<file path="src/rtl/arcade_input_pkg.sv">
`default_nettype none
// ============================================================================
//  Module      : arcade_input_pkg
//  Description : Shared definitions for the arcade input mapper. Joystick bit
//                indices, keyboard scancode table and the coin FSM state type.
//  Revision    : 1.0 - initial release
// ============================================================================
package arcade_input_pkg;

  // Joystick word bit positions (buttons start at JOY_BTN0)
  localparam int JOY_RIGHT = 0;
  localparam int JOY_LEFT  = 1;
  localparam int JOY_DOWN  = 2;
  localparam int JOY_UP    = 3;
  localparam int JOY_BTN0  = 4;

  // Player 0 scancodes
  localparam logic [7:0] P0_UP    = 8'h75;
  localparam logic [7:0] P0_DOWN  = 8'h72;
  localparam logic [7:0] P0_LEFT  = 8'h6B;
  localparam logic [7:0] P0_RIGHT = 8'h74;
  localparam logic [7:0] P0_BTN0  = 8'h29;
  localparam logic [7:0] P0_BTN1  = 8'h14;
  localparam logic [7:0] P0_BTN2  = 8'h11;
  localparam logic [7:0] P0_BTN3  = 8'h12;
  localparam logic [7:0] P0_BTN4  = 8'h1A;
  localparam logic [7:0] P0_BTN5  = 8'h22;
  localparam logic [7:0] P0_START = 8'h16;
  localparam logic [7:0] P0_COIN  = 8'h2E;

  // Player 1 scancodes
  localparam logic [7:0] P1_UP    = 8'h2D;
  localparam logic [7:0] P1_DOWN  = 8'h2B;
  localparam logic [7:0] P1_LEFT  = 8'h23;
  localparam logic [7:0] P1_RIGHT = 8'h34;
  localparam logic [7:0] P1_BTN0  = 8'h1C;
  localparam logic [7:0] P1_BTN1  = 8'h1B;
  localparam logic [7:0] P1_BTN2  = 8'h15;
  localparam logic [7:0] P1_BTN3  = 8'h1D;
  localparam logic [7:0] P1_BTN4  = 8'h24;
  localparam logic [7:0] P1_BTN5  = 8'h2C;
  localparam logic [7:0] P1_START = 8'h1E;
  localparam logic [7:0] P1_COIN  = 8'h36;

  typedef enum logic [1:0] {
    COIN_IDLE  = 2'd0,
    COIN_PULSE = 2'd1,
    COIN_GAP   = 2'd2
  } coin_state_t;

  // Scancode of a direction key; dir uses the joystick bit index
  function automatic logic [7:0] key_dir_code(input int player, input int dir);
    logic [7:0] code;
    code = 8'h00;
    if (player == 0) begin
      case (dir)
        JOY_RIGHT: code = P0_RIGHT;
        JOY_LEFT:  code = P0_LEFT;
        JOY_DOWN:  code = P0_DOWN;
        default:   code = P0_UP;
      endcase
    end else begin
      case (dir)
        JOY_RIGHT: code = P1_RIGHT;
        JOY_LEFT:  code = P1_LEFT;
        JOY_DOWN:  code = P1_DOWN;
        default:   code = P1_UP;
      endcase
    end
    return code;
  endfunction

  // Scancode of fire button k (0..5)
  function automatic logic [7:0] key_btn_code(input int player, input int btn);
    logic [7:0] code;
    code = 8'h00;
    if (player == 0) begin
      case (btn)
        0:       code = P0_BTN0;
        1:       code = P0_BTN1;
        2:       code = P0_BTN2;
        3:       code = P0_BTN3;
        4:       code = P0_BTN4;
        default: code = P0_BTN5;
      endcase
    end else begin
      case (btn)
        0:       code = P1_BTN0;
        1:       code = P1_BTN1;
        2:       code = P1_BTN2;
        3:       code = P1_BTN3;
        4:       code = P1_BTN4;
        default: code = P1_BTN5;
      endcase
    end
    return code;
  endfunction

  function automatic logic [7:0] key_start_code(input int player);
    return (player == 0) ? P0_START : P1_START;
  endfunction

  function automatic logic [7:0] key_coin_code(input int player);
    return (player == 0) ? P0_COIN : P1_COIN;
  endfunction

endpackage
`default_nettype wire

</file>
<file path="src/rtl/arcade_coin_pulser.sv">
`default_nettype none
// ============================================================================
//  Module      : arcade_coin_pulser
//  Description : One coin channel. Turns single-cycle coin requests into
//                fixed-length high pulses separated by a minimum low gap, with
//                up to three requests queued while a pulse/gap is in progress.
//  Revision    : 1.0 - initial release
// ============================================================================
module arcade_coin_pulser
  import arcade_input_pkg::*;
#(
  parameter int PULSE_CYCLES = 1800000,
  parameter int GAP_CYCLES   = 1800000
) (
  input  logic clk_sys,
  input  logic reset,
  input  logic req,
  output logic coin_out,
  output logic busy
);

  localparam int c_max_cycles = (PULSE_CYCLES > GAP_CYCLES) ? PULSE_CYCLES : GAP_CYCLES;
  localparam int c_cnt_w      = $clog2(c_max_cycles + 1);
  localparam logic [c_cnt_w-1:0] c_pulse_last = c_cnt_w'(PULSE_CYCLES - 1);
  localparam logic [c_cnt_w-1:0] c_gap_last   = c_cnt_w'(GAP_CYCLES - 1);

  coin_state_t        r_state;
  coin_state_t        w_state_nxt;
  logic [c_cnt_w-1:0] r_cnt;
  logic [c_cnt_w-1:0] w_cnt_nxt;
  logic [1:0]         r_pend;
  logic [1:0]         w_pend_nxt;
  logic [2:0]         w_eff;
  logic [2:0]         w_eff_m1;
  logic [1:0]         w_pend_inc;
  logic [1:0]         w_pend_take;

  // State, counter and queue depth registers
  always_ff @(posedge clk_sys or posedge reset) begin
    if (reset) begin
      r_state <= COIN_IDLE;
      r_cnt   <= '0;
      r_pend  <= 2'd0;
    end else begin
      r_state <= w_state_nxt;
      r_cnt   <= w_cnt_nxt;
      r_pend  <= w_pend_nxt;
    end
  end

  // Next state: w_eff is the queue depth including a same-cycle request, so a
  // request arriving exactly at the gap exit is never lost
  always_comb begin
    w_eff       = {1'b0, r_pend} + {2'b00, req};
    w_eff_m1    = w_eff - 3'd1;
    w_pend_inc  = (w_eff > 3'd3) ? 2'd3 : w_eff[1:0];
    w_pend_take = w_eff_m1[1:0];
    w_state_nxt = r_state;
    w_cnt_nxt   = r_cnt;
    w_pend_nxt  = r_pend;
    case (r_state)
      COIN_IDLE: begin
        if (w_eff != 3'd0) begin
          w_state_nxt = COIN_PULSE;
          w_cnt_nxt   = '0;
          w_pend_nxt  = w_pend_take;
        end
      end
      COIN_PULSE: begin
        w_pend_nxt = w_pend_inc;
        if (r_cnt == c_pulse_last) begin
          w_state_nxt = COIN_GAP;
          w_cnt_nxt   = '0;
        end else begin
          w_cnt_nxt = r_cnt + c_cnt_w'(1);
        end
      end
      COIN_GAP: begin
        if (r_cnt == c_gap_last) begin
          w_cnt_nxt = '0;
          if (w_eff != 3'd0) begin
            w_state_nxt = COIN_PULSE;
            w_pend_nxt  = w_pend_take;
          end else begin
            w_state_nxt = COIN_IDLE;
            w_pend_nxt  = 2'd0;
          end
        end else begin
          w_cnt_nxt  = r_cnt + c_cnt_w'(1);
          w_pend_nxt = w_pend_inc;
        end
      end
      default: begin
        w_state_nxt = COIN_IDLE;
        w_cnt_nxt   = '0;
        w_pend_nxt  = 2'd0;
      end
    endcase
  end

  // Outputs decoded straight from registers so reset clears them immediately
  assign coin_out = (r_state == COIN_PULSE);
  assign busy     = (r_state != COIN_IDLE) || (r_pend != 2'd0);

endmodule
`default_nettype wire

</file>
<file path="src/rtl/arcade_input_mapper.sv">
`default_nettype none
// ============================================================================
//  Module      : arcade_input_mapper
//  Description : Keyboard/joystick front end for arcade cores. Decodes ps2_key
//                toggle events into held key states, merges them with the
//                per-player joystick words and shapes coin requests into timed
//                pulses. Build option AUTOFIRE_EN adds per-button autofire and
//                the autofire_en port.
//  Revision    : 1.0 - initial release
// ============================================================================
module arcade_input_mapper
  import arcade_input_pkg::*;
#(
  parameter int NUM_PLAYERS       = 2,
  parameter int NUM_BUTTONS       = 2,
  parameter int COIN_PULSE_CYCLES = 1800000,
  parameter int COIN_GAP_CYCLES   = 1800000,
  parameter int AUTOFIRE_PERIOD   = 270000
) (
  input  logic                               clk_sys,
  input  logic                               reset,
  input  logic [10:0]                        ps2_key,
  input  logic [16*NUM_PLAYERS-1:0]          joy_in,
  output logic [4*NUM_PLAYERS-1:0]           dir_out,
  output logic [NUM_BUTTONS*NUM_PLAYERS-1:0] btn_out,
  output logic [NUM_PLAYERS-1:0]             start_out,
  output logic [NUM_PLAYERS-1:0]             coin_out,
  output logic                               coin_busy
`ifdef AUTOFIRE_EN
  ,
  input  logic [NUM_BUTTONS*NUM_PLAYERS-1:0] autofire_en
`endif
);

  // Only the first two players have keyboard mappings
  localparam int c_key_players = (NUM_PLAYERS < 2) ? NUM_PLAYERS : 2;
  localparam int c_nb          = NUM_BUTTONS;
  localparam int c_nbtn        = NUM_BUTTONS * NUM_PLAYERS;

  logic                       r_primed;
  logic                       r_toggle;
  logic                       w_event;
  logic [4*c_key_players-1:0] r_key_dir;
  logic [c_nb*c_key_players-1:0] r_key_btn;
  logic [c_key_players-1:0]   r_key_start;
  logic [c_key_players-1:0]   r_key_coin;

  logic [4*NUM_PLAYERS-1:0]   w_dir_lvl;
  logic [c_nbtn-1:0]          w_btn_lvl;
  logic [c_nbtn-1:0]          w_btn_next;
  logic [NUM_PLAYERS-1:0]     w_start_lvl;
  logic [NUM_PLAYERS-1:0]     w_coin_raw;
  logic [NUM_PLAYERS-1:0]     w_coin_req;
  logic [NUM_PLAYERS-1:0]     w_coin_busy;

  logic [4*NUM_PLAYERS-1:0]   r_dir;
  logic [c_nbtn-1:0]          r_btn;
  logic [NUM_PLAYERS-1:0]     r_start;
  logic [NUM_PLAYERS-1:0]     r_coin_prev;

  logic                       w_unused_ok;

  // ps2_key[10] toggles once per key event; first clock only primes the tracker
  always_ff @(posedge clk_sys or posedge reset) begin
    if (reset) begin
      r_primed <= 1'b0;
      r_toggle <= 1'b0;
    end else begin
      r_primed <= 1'b1;
      r_toggle <= ps2_key[10];
    end
  end

  assign w_event = r_primed && (ps2_key[10] != r_toggle);

  // Held key states; the extended bit is deliberately ignored
  always_ff @(posedge clk_sys or posedge reset) begin
    if (reset) begin
      r_key_dir   <= '0;
      r_key_btn   <= '0;
      r_key_start <= '0;
      r_key_coin  <= '0;
    end else if (w_event) begin
      for (int p = 0; p < c_key_players; p++) begin
        for (int d = 0; d < 4; d++) begin
          if (ps2_key[7:0] == key_dir_code(p, d)) r_key_dir[4*p+d] <= ps2_key[9];
        end
        for (int k = 0; k < c_nb; k++) begin
          if (ps2_key[7:0] == key_btn_code(p, k)) r_key_btn[c_nb*p+k] <= ps2_key[9];
        end
        if (ps2_key[7:0] == key_start_code(p)) r_key_start[p] <= ps2_key[9];
        if (ps2_key[7:0] == key_coin_code(p))  r_key_coin[p]  <= ps2_key[9];
      end
    end
  end

  // Merge key states with joystick bits into raw levels
  always_comb begin
    w_dir_lvl   = '0;
    w_btn_lvl   = '0;
    w_start_lvl = '0;
    w_coin_raw  = '0;
    for (int p = 0; p < NUM_PLAYERS; p++) begin
      w_dir_lvl[4*p +: 4] = joy_in[16*p +: 4];
      for (int k = 0; k < c_nb; k++) begin
        w_btn_lvl[c_nb*p+k] = joy_in[16*p + JOY_BTN0 + k];
      end
      w_start_lvl[p] = joy_in[16*p + JOY_BTN0 + c_nb];
      w_coin_raw[p]  = joy_in[16*p + JOY_BTN0 + c_nb + 1];
    end
    for (int p = 0; p < c_key_players; p++) begin
      w_dir_lvl[4*p +: 4]       = w_dir_lvl[4*p +: 4] | r_key_dir[4*p +: 4];
      w_btn_lvl[c_nb*p +: c_nb] = w_btn_lvl[c_nb*p +: c_nb] | r_key_btn[c_nb*p +: c_nb];
      w_start_lvl[p]            = w_start_lvl[p] | r_key_start[p];
      w_coin_raw[p]             = w_coin_raw[p] | r_key_coin[p];
    end
  end

  assign w_coin_req = w_coin_raw & ~r_coin_prev;

`ifdef AUTOFIRE_EN
  localparam int c_af_w = $clog2(AUTOFIRE_PERIOD + 1);
  localparam logic [c_af_w-1:0] c_af_last = c_af_w'(AUTOFIRE_PERIOD - 1);

  logic [NUM_PLAYERS-1:0][c_af_w-1:0] r_af_cnt;
  logic [NUM_PLAYERS-1:0]             r_af_phase;
  logic [NUM_PLAYERS-1:0]             w_af_any;

  // A player's phase counter runs only while one of its autofire buttons is held
  always_comb begin
    w_af_any = '0;
    for (int p = 0; p < NUM_PLAYERS; p++) begin
      w_af_any[p] = |(w_btn_lvl[c_nb*p +: c_nb] & autofire_en[c_nb*p +: c_nb]);
    end
  end

  // Phase starts high and flips every AUTOFIRE_PERIOD held cycles
  always_ff @(posedge clk_sys or posedge reset) begin
    if (reset) begin
      r_af_cnt   <= '0;
      r_af_phase <= '1;
    end else begin
      for (int p = 0; p < NUM_PLAYERS; p++) begin
        if (!w_af_any[p]) begin
          r_af_cnt[p]   <= '0;
          r_af_phase[p] <= 1'b1;
        end else if (r_af_cnt[p] == c_af_last) begin
          r_af_cnt[p]   <= '0;
          r_af_phase[p] <= ~r_af_phase[p];
        end else begin
          r_af_cnt[p] <= r_af_cnt[p] + c_af_w'(1);
        end
      end
    end
  end

  // Autofire-enabled buttons are gated by their player's phase
  always_comb begin
    w_btn_next = w_btn_lvl;
    for (int p = 0; p < NUM_PLAYERS; p++) begin
      for (int k = 0; k < c_nb; k++) begin
        if (autofire_en[c_nb*p+k] && !r_af_phase[p]) w_btn_next[c_nb*p+k] = 1'b0;
      end
    end
  end
`else
  // Plain merged button levels
  always_comb begin
    w_btn_next = w_btn_lvl;
  end
`endif

  // Registered output levels and coin edge history
  always_ff @(posedge clk_sys or posedge reset) begin
    if (reset) begin
      r_dir       <= '0;
      r_btn       <= '0;
      r_start     <= '0;
      r_coin_prev <= '0;
    end else begin
      r_dir       <= w_dir_lvl;
      r_btn       <= w_btn_next;
      r_start     <= w_start_lvl;
      r_coin_prev <= w_coin_raw;
    end
  end

  genvar gp;
  generate
    for (gp = 0; gp < NUM_PLAYERS; gp++) begin : g_coin
      arcade_coin_pulser #(
        .PULSE_CYCLES(COIN_PULSE_CYCLES),
        .GAP_CYCLES  (COIN_GAP_CYCLES)
      ) u_pulser (
        .clk_sys (clk_sys),
        .reset   (reset),
        .req     (w_coin_req[gp]),
        .coin_out(coin_out[gp]),
        .busy    (w_coin_busy[gp])
      );
    end
  endgenerate

  assign dir_out   = r_dir;
  assign btn_out   = r_btn;
  assign start_out = r_start;
  assign coin_busy = |w_coin_busy;

  // Extended-key flag and spare joystick bits are intentionally unused
  assign w_unused_ok = &{1'b0, ps2_key[8], joy_in};

endmodule
`default_nettype wire

</file>
<file path="config.mk">
export PLATFORM = sky130hd
export DESIGN_NAME = arcade_input_mapper
export DESIGN_NICKNAME = d
export VERILOG_FILES = /design/src/rtl/arcade_input_pkg.sv /design/src/rtl/arcade_coin_pulser.sv /design/src/rtl/arcade_input_mapper.sv
export SDC_FILE = /design/constraint.sdc
export NUM_CORES = 1
export LEC_CHECK = 0
export BUFFER_PORTS_ARGS = -buffer_cell sky130_fd_sc_hd__buf_4
export CAP_MARGIN = 20
export CORE_MARGIN = 2
export CORE_UTILIZATION = 35
export DETAILED_ROUTE_END_ITERATION = 8
export SETUP_SLACK_MARGIN = 0.3
export SLEW_MARGIN = 10
export SYNTH_ARGS = -nofsm -noshare
export SYNTH_HDL_FRONTEND = slang
export SYNTH_SLANG_ARGS = --single-unit
</file>
<file path="constraint.sdc">
create_clock -name clk_sys -period 2.7 [get_ports clk_sys]
set_input_delay 0.27 -clock clk_sys [delete_from_list [all_inputs] [get_ports clk_sys]]
set_output_delay 0.27 -clock clk_sys [all_outputs]
set_load 0.005 [all_outputs]
</file>
* Word-level counts from Yosys, hierarchy flattened
Cells that the tools add are included.
Storage, ports and cells: flip-flop bits (word level) 84, bits in latches 0, bits in writable memories 0, bits in read-only memories 0, input bits 45, output and inout port bits 17, word-level logic and storage cells 145, memories kept 0
Operators by class: add/subtract/negate cells 6, $mul 0, div/mod/pow operators 0, $lt $le $gt $ge 2, eq/ne operators 29, shift operators 0, mux-type cells 38, bitwise logic cells 10, reductions and logical operators 32
Operator list (count):
- 8-bit equality test | 12
- 8-bit two-way mux | 12
- 21-bit two-way mux | 4
- 21-bit one-hot mux with 2 select lines | 2
- 21-bit by 1-bit adder with 21-bit output, second input constant | 2
- 21-bit equality test, second input constant | 2
- 2-bit AND reduction | 16
- 2-bit two-way mux | 14
- 2-bit one-hot mux with 3 select lines | 4
- 8-bit by 5-bit equality test with 1-bit output, second input constant | 2
- 8-bit by 6-bit equality test with 1-bit output, second input constant | 2
- 2-bit by 1-bit inequality test with 1-bit output, second input constant | 4
- 4-bit OR | 2
- 2-bit nonzero test | 4
- 2-bit by 1-bit adder with 3-bit output | 2
- 3-bit by 2-bit greater-than comparator with 1-bit output, second input constant | 2
- 3-bit AND reduction | 2
- 3-bit nonzero test | 2
- 2-bit OR reduction | 3
- 2-bit by 1-bit equality test with 1-bit output, second input constant | 2
- 2-bit equality test, second input constant | 2
- 2-bit logical NOT | 2
- 2-bit inequality test, second input constant | 2
- 1-bit OR | 4
- 8 further kinds | 12

* Longest topological paths before layout
word-level depth 7, gate-level depth with buffers 14, depth with buffers taken out 12

* Hierarchy
From an unflattened synthesis, not the netlist that was laid out.
Unflattened totals: cell total of the unflattened synthesis 458, area, all modules 4505.6 um2
Modules (own cells, without submodules):
- arcade_coin_pulser | times used 2, cells each 176, area each 1562.7 um2
- arcade_input_mapper | times used 1, cells each 106, area each 1380.1 um2

* Worst setup path after synthesis
Ideal clock, no wire load.
path type register -> register, start reg r_key_coin[0], end reg g_coin[0].u_pulser.r_cnt[19], data arrival time 2.699 ns, data required time 2.576 ns, setup slack -0.122 ns, stages on the path, launching flop included 15, buffers on the path 2, path through dfrtp_1 or2_2 nor2b_1 ha_1 inv_1 ha_1 inv_1 ha_1 and3b_1 buf_6 or4b_4 buf_6 nor4_4 xnor2_1 nor2_2
Between the ends: word-level cells in the longest chain between the ends 5
RTL lines:
- start: declaration | RTL line arcade_input_mapper.sv:46 | logic [c_key_players-1:0] r_key_coin;
- start signal: indexed assignment | RTL line arcade_input_mapper.sv:92 | if (ps2_key[7:0] == key_coin_code(p)) r_key_coin[p] <= ps2_key[9];
- 1-bit OR | RTL line arcade_input_mapper.sv:115 | w_coin_raw[p] = w_coin_raw[p] | r_key_coin[p];
- named net w_coin_raw[0] | RTL line arcade_input_mapper.sv:52 | logic [NUM_PLAYERS-1:0] w_coin_raw;
- 2-bit AND | RTL line arcade_input_mapper.sv:119 | assign w_coin_req = w_coin_raw & ~r_coin_prev;
- 2-bit by 1-bit adder with 3-bit output | RTL line arcade_coin_pulser.sv:54 | w_eff = {1'b0, r_pend} + {2'b00, req};
- 3-bit nonzero test | RTL line arcade_coin_pulser.sv:63 | if (w_eff != 3'd0) begin
- 2-bit by 1-bit inequality test with 1-bit output (no source line)
- end signal: assignment | RTL line arcade_coin_pulser.sv:46 | r_cnt <= w_cnt_nxt;
- end: declaration | RTL line arcade_coin_pulser.sv:29 | logic [c_cnt_w-1:0] r_cnt;
The timed path passes the listed nets, and every way through them passes these cells. A chain may end at the register's enable or synchronous reset.

* Worst setup path after layout
start reg r_key_coin[0], end reg g_coin[0].u_pulser.r_cnt[9]
The elaborated chain is that of the path after synthesis.

==> impl_summary.log <==
[metrics] run status: finished, final reports clean
[metrics] clock tree skew after final layout: 0.00470 ns
[metrics] first-pass GRT wire length: 15200 µm
[metrics] Final Hold Slack: 0.0357 ns
[metrics] clock latency on the worst-skew pair: 0.34 ns
[metrics] Post-synth top cells: dfrtp_1, nor2_1, nand2_1
[metrics] all-layer global routing usage: 0.144
[metrics] number of enable-type register cells in the synthesized netlist: 0
[metrics] Chip Height: 115 µm
[metrics] total of endpoints with negative setup slack in the final report: 0
[metrics] Worst path slowest cell: or4b_4
[metrics] Port Buf Inserts: 44
[metrics] highest layer used for signal routing: met4
[metrics] routed vias: 3280
[metrics] TritonCTS clock tree: built
[metrics] Register Area: 0.00210 mm²
[metrics] CP peak stage delay: 0.58 ns
[metrics] element type at the critical path start: register
[metrics] setup repair after global routing missed its margin: yes
[metrics] WP data required: 2.92 ns
[metrics] predominant post-synthesis flop cell: dfrtp_1
[metrics] Inserted Clock Buffers: 9
[metrics] area of combinational cells with multiple inputs: 0.00225 mm²
[metrics] combined area of all synthesized cells: 0.00431 mm²
[metrics] Static Leakage: 2.44 nW
[metrics] number of inserted diodes: 0
[metrics] HPWL reported at the end of detailed placement: 6230 µm
[metrics] worst slew pin tran: 0.684 ns
[metrics] number of global-route vias before repair: 3251
[metrics] core region area: 0.0120 mm²
[metrics] die area: 0.0132 mm²
[metrics] Critical Setup Path Class: register to register
[metrics] global-route congestion overflow total: 0
[metrics] first drt pass iteration count: 4
[metrics] endpoint type of the worst setup path: register
[metrics] row cnt: 40
[metrics] sequential-to-total area share from yosys stat: 0.488
[metrics] highest ir drop seen on vdd: 362 µV
[metrics] worst reg2reg setup slack: 0.14 ns
[metrics] class of the tightest hold or removal check: input pin to asynchronous set/reset pin
[metrics] num ports: 62
[metrics] post-CTS clock slew at the launch and capture registers of the worst setup and hold paths: 0.06 ns
[metrics] Cell variety after synth: 48
[metrics] effective utilization at floorplan: 0.359
[metrics] final routed wirelength across all metal layers: 8850 µm
[metrics] largest driver fanout on the critical path: 6
[metrics] number of levels the H-tree was split into: 3
[metrics] total nets after synthesis: 498
[metrics] final routed wire length divided by cell count: 13.5 µm
[metrics] shortest period the worst path allows: 2.56 ns
[metrics] worst max-slew margin expressed relative to the limit: 0.543
[metrics] Peak Freq: 391 MHz
[metrics] start of the worst register-to-register path: r_key_coin[0]
[metrics] width of the die: 115 µm
[metrics] fraction of post-synthesis cell area in the top cell type by area: 0.488
[metrics] Register-to-Register Path Depth: 13
[metrics] pin count of the biggest net entering global routing: 31
[metrics] routability congestion estimate: 0.763
[metrics] synth top area cells: dfrtp_1, ha_1, mux2_2, nor2_1, xnor2_1
[metrics] Max Root-Sink Buffers: 2
[metrics] cells along the critical path: or2_4 -> nor2b_4 -> ha_4 -> inv_2 -> ha_1 -> inv_1 -> ha_2 -> and3b_1 -> or4b_4 -> buf_4 -> nor2_4 -> xnor2_1 -> nor2_1
[metrics] number of buffer and inverter stages on the critical path: 3
[metrics] violation count after the first detailed-route iteration: 177
[metrics] final number of max-transition violations: 0
[metrics] most common cell in the netlist: dfrtp_1
[metrics] Post-DRT Antenna Nets: 0
[metrics] vias per cell: 5.02
[metrics] count of final hold-check violations: 0
[metrics] Final #Nets: 565
[metrics] ys async rst share: 1.00
[metrics] count of fill cells added during filler insertion: 1151
[metrics] maxcap violations: 0
[metrics] initial antenna violation count: 0
[metrics] drt drc: 0
[metrics] post-synth top area cell: dfrtp_1
[metrics] Hold Buf Count CTS: 0
[metrics] sum of met3 wire segment lengths after detailed routing: 366 µm
[metrics] total power per unit cell area: 637 mW/mm²
[metrics] layout overhead on the synthesized area: 26.4%
[metrics] arrival time worst endpoint: 2.78 ns
[metrics] Clk Tree Root Cell: clkbuf_16
[metrics] cells after synthesis: 435
[metrics] Synth Warn #: 0
[metrics] CTS sink count: 84
[metrics] detailed-routing wirelength on met1: 4140 µm
[metrics] proportion of layout cells with a drive suffix above 1: 0.308
[metrics] Final Cycle Share: 0.948
[metrics] syn_area_per_cell: 9.91 µm²
[metrics] cell family with most CP delay: simple AND/OR/NAND/NOR gates
[metrics] summed negative setup slack over all endpoints: 0 ns
[metrics] met2 wirelength from detailed routing: 4230 µm
[metrics] register bit count reported by yosys: 84
[metrics] critical register-to-register path endpoint: g_coin[0].u_pulser.r_cnt[9]
## worst register-to-register path: stages, from the launching register on
cell and delay, ns:
dfrtp_1 0.37, or2_4 0.23, nor2b_4 0.13, ha_4 0.15
inv_2 0.04, ha_1 0.11, inv_1 0.04, ha_2 0.16
and3b_1 0.18, or4b_4 0.58, buf_4 0.19, nor2_4 0.08
xnor2_1 0.12, nor2_1 0.05
## what timing repair did
action                     4_1_cts  5_1_grt
cloned                           0        0
setup endpoints to repair       18       29
pin swaps                       10       12
setup buffers                    4        6
resized for setup                7       26
## registers in the layout, indices dropped and copies added, names as in the netlist, 4 cells and up
| signal | flops |
|---|---|
| g_coin.u_pulser.r_cnt | 42 |
| dir_out | 8 |
| r_key_dir | 8 |
| btn_out | 4 |
| g_coin.u_pulser.r_pend | 4 |
| g_coin.u_pulser.r_state | 4 |
| r_key_btn | 4 |
## worst max-delay path by stage
| stage | to | startpoint | cells after the start | slack [ns] |
|---|---|---|---|---|
| 6_report | g_coin[0].u_pulser.r_cnt[9] | r_key_coin[0] | 13 | 0.14 |
| 3_5_place_dp | g_coin[0].u_pulser.r_cnt[13] | joy_in[7] | 13 | 0.09 |
| 3_3_place_gp | g_coin[0].u_pulser.r_cnt[13] | joy_in[7] | 13 | 0.09 |
| 2_1_floorplan | g_coin[0].u_pulser.r_cnt[13] | r_key_coin[0] | 12 | 0.07 |
| 4_1_cts | g_coin[0].u_pulser.r_cnt[13] | r_key_coin[0] | 12 | 0.19 |
| 5_1_grt | g_coin[0].u_pulser.r_cnt[9] | r_key_coin[0] | 13 | 0.08 |
## cell families after synthesis
kind of cell	share of synthesized area
flops	0.488
other cells	0.000870
xor+xnor	0.0650
buf+inv	0.0369
simple gates	0.257
fa+ha+maj	0.0522
compound gates	0.0514
mux	0.0493
## stage by stage
step / cell area, µm² / power [mW] / cells / worst slack [ns] / util
after floorplan: 4380 / 1.92 / 435 / 0.0734 / -
after global placement: 4910 / 2.08 / 628 / 0.0939 / 0.409
after detailed placement: 4910 / 2.11 / 628 / 0.0906 / 0.409
after CTS: 5300 / 3.51 / 648 / 0.192 / 0.441
after global routing: 5450 / 3.69 / 654 / 0.0834 / 0.454
final: 5450 / 3.47 / 654 / 0.140 / 0.454
## routing by layer
metal,vias to the layer above,GRT usage
met5,-,0
li1,1620,-
met1,1597,0.191
met4,0,0.0482
met2,54,0.228
met3,9,0.0411
## power breakdown
group	internal, mW	leakage, nW	switching, mW
sequential	1.34	1.09	0.0667
clock	0.834	0.153	0.479
combinational	0.342	1.19	0.411
## final cells by class
cell class	instances	area share
Sequential cell	84	0.386
Clock inverter	4	0.0133
Clock buffer	12	0.0452
Inverter	23	0.0165
Multi-Input combinational cell	318	0.413
Timing Repair Buffer	66	0.0923
Tap cell	147	0.0337
## placed cells by master, fill, tap and decap left out, types with 3 or more instances in the layout
cell type   n
a21oi_1     7
and2_1      3
and3_1      5
buf_4      64
clkbuf_16   9
dfrtp_1    84
ha_1       13
ha_4        3
inv_1      17
inv_2       5
mux2_2     18
nand2_1    37
nand2b_1    7
nand3_1    18
nand3_2     3
nand3b_1    4
nand4_1    14
nand4b_1    3
nor2_1     51
nor2_2      3
nor2b_1     3
nor3_1     10
nor3_2      7
nor4b_1     3
o21ai_0     9
or2_2      15
or3_1       5
xnor2_1    22
xor2_1     10
Power figures use the tool's default switching activity.
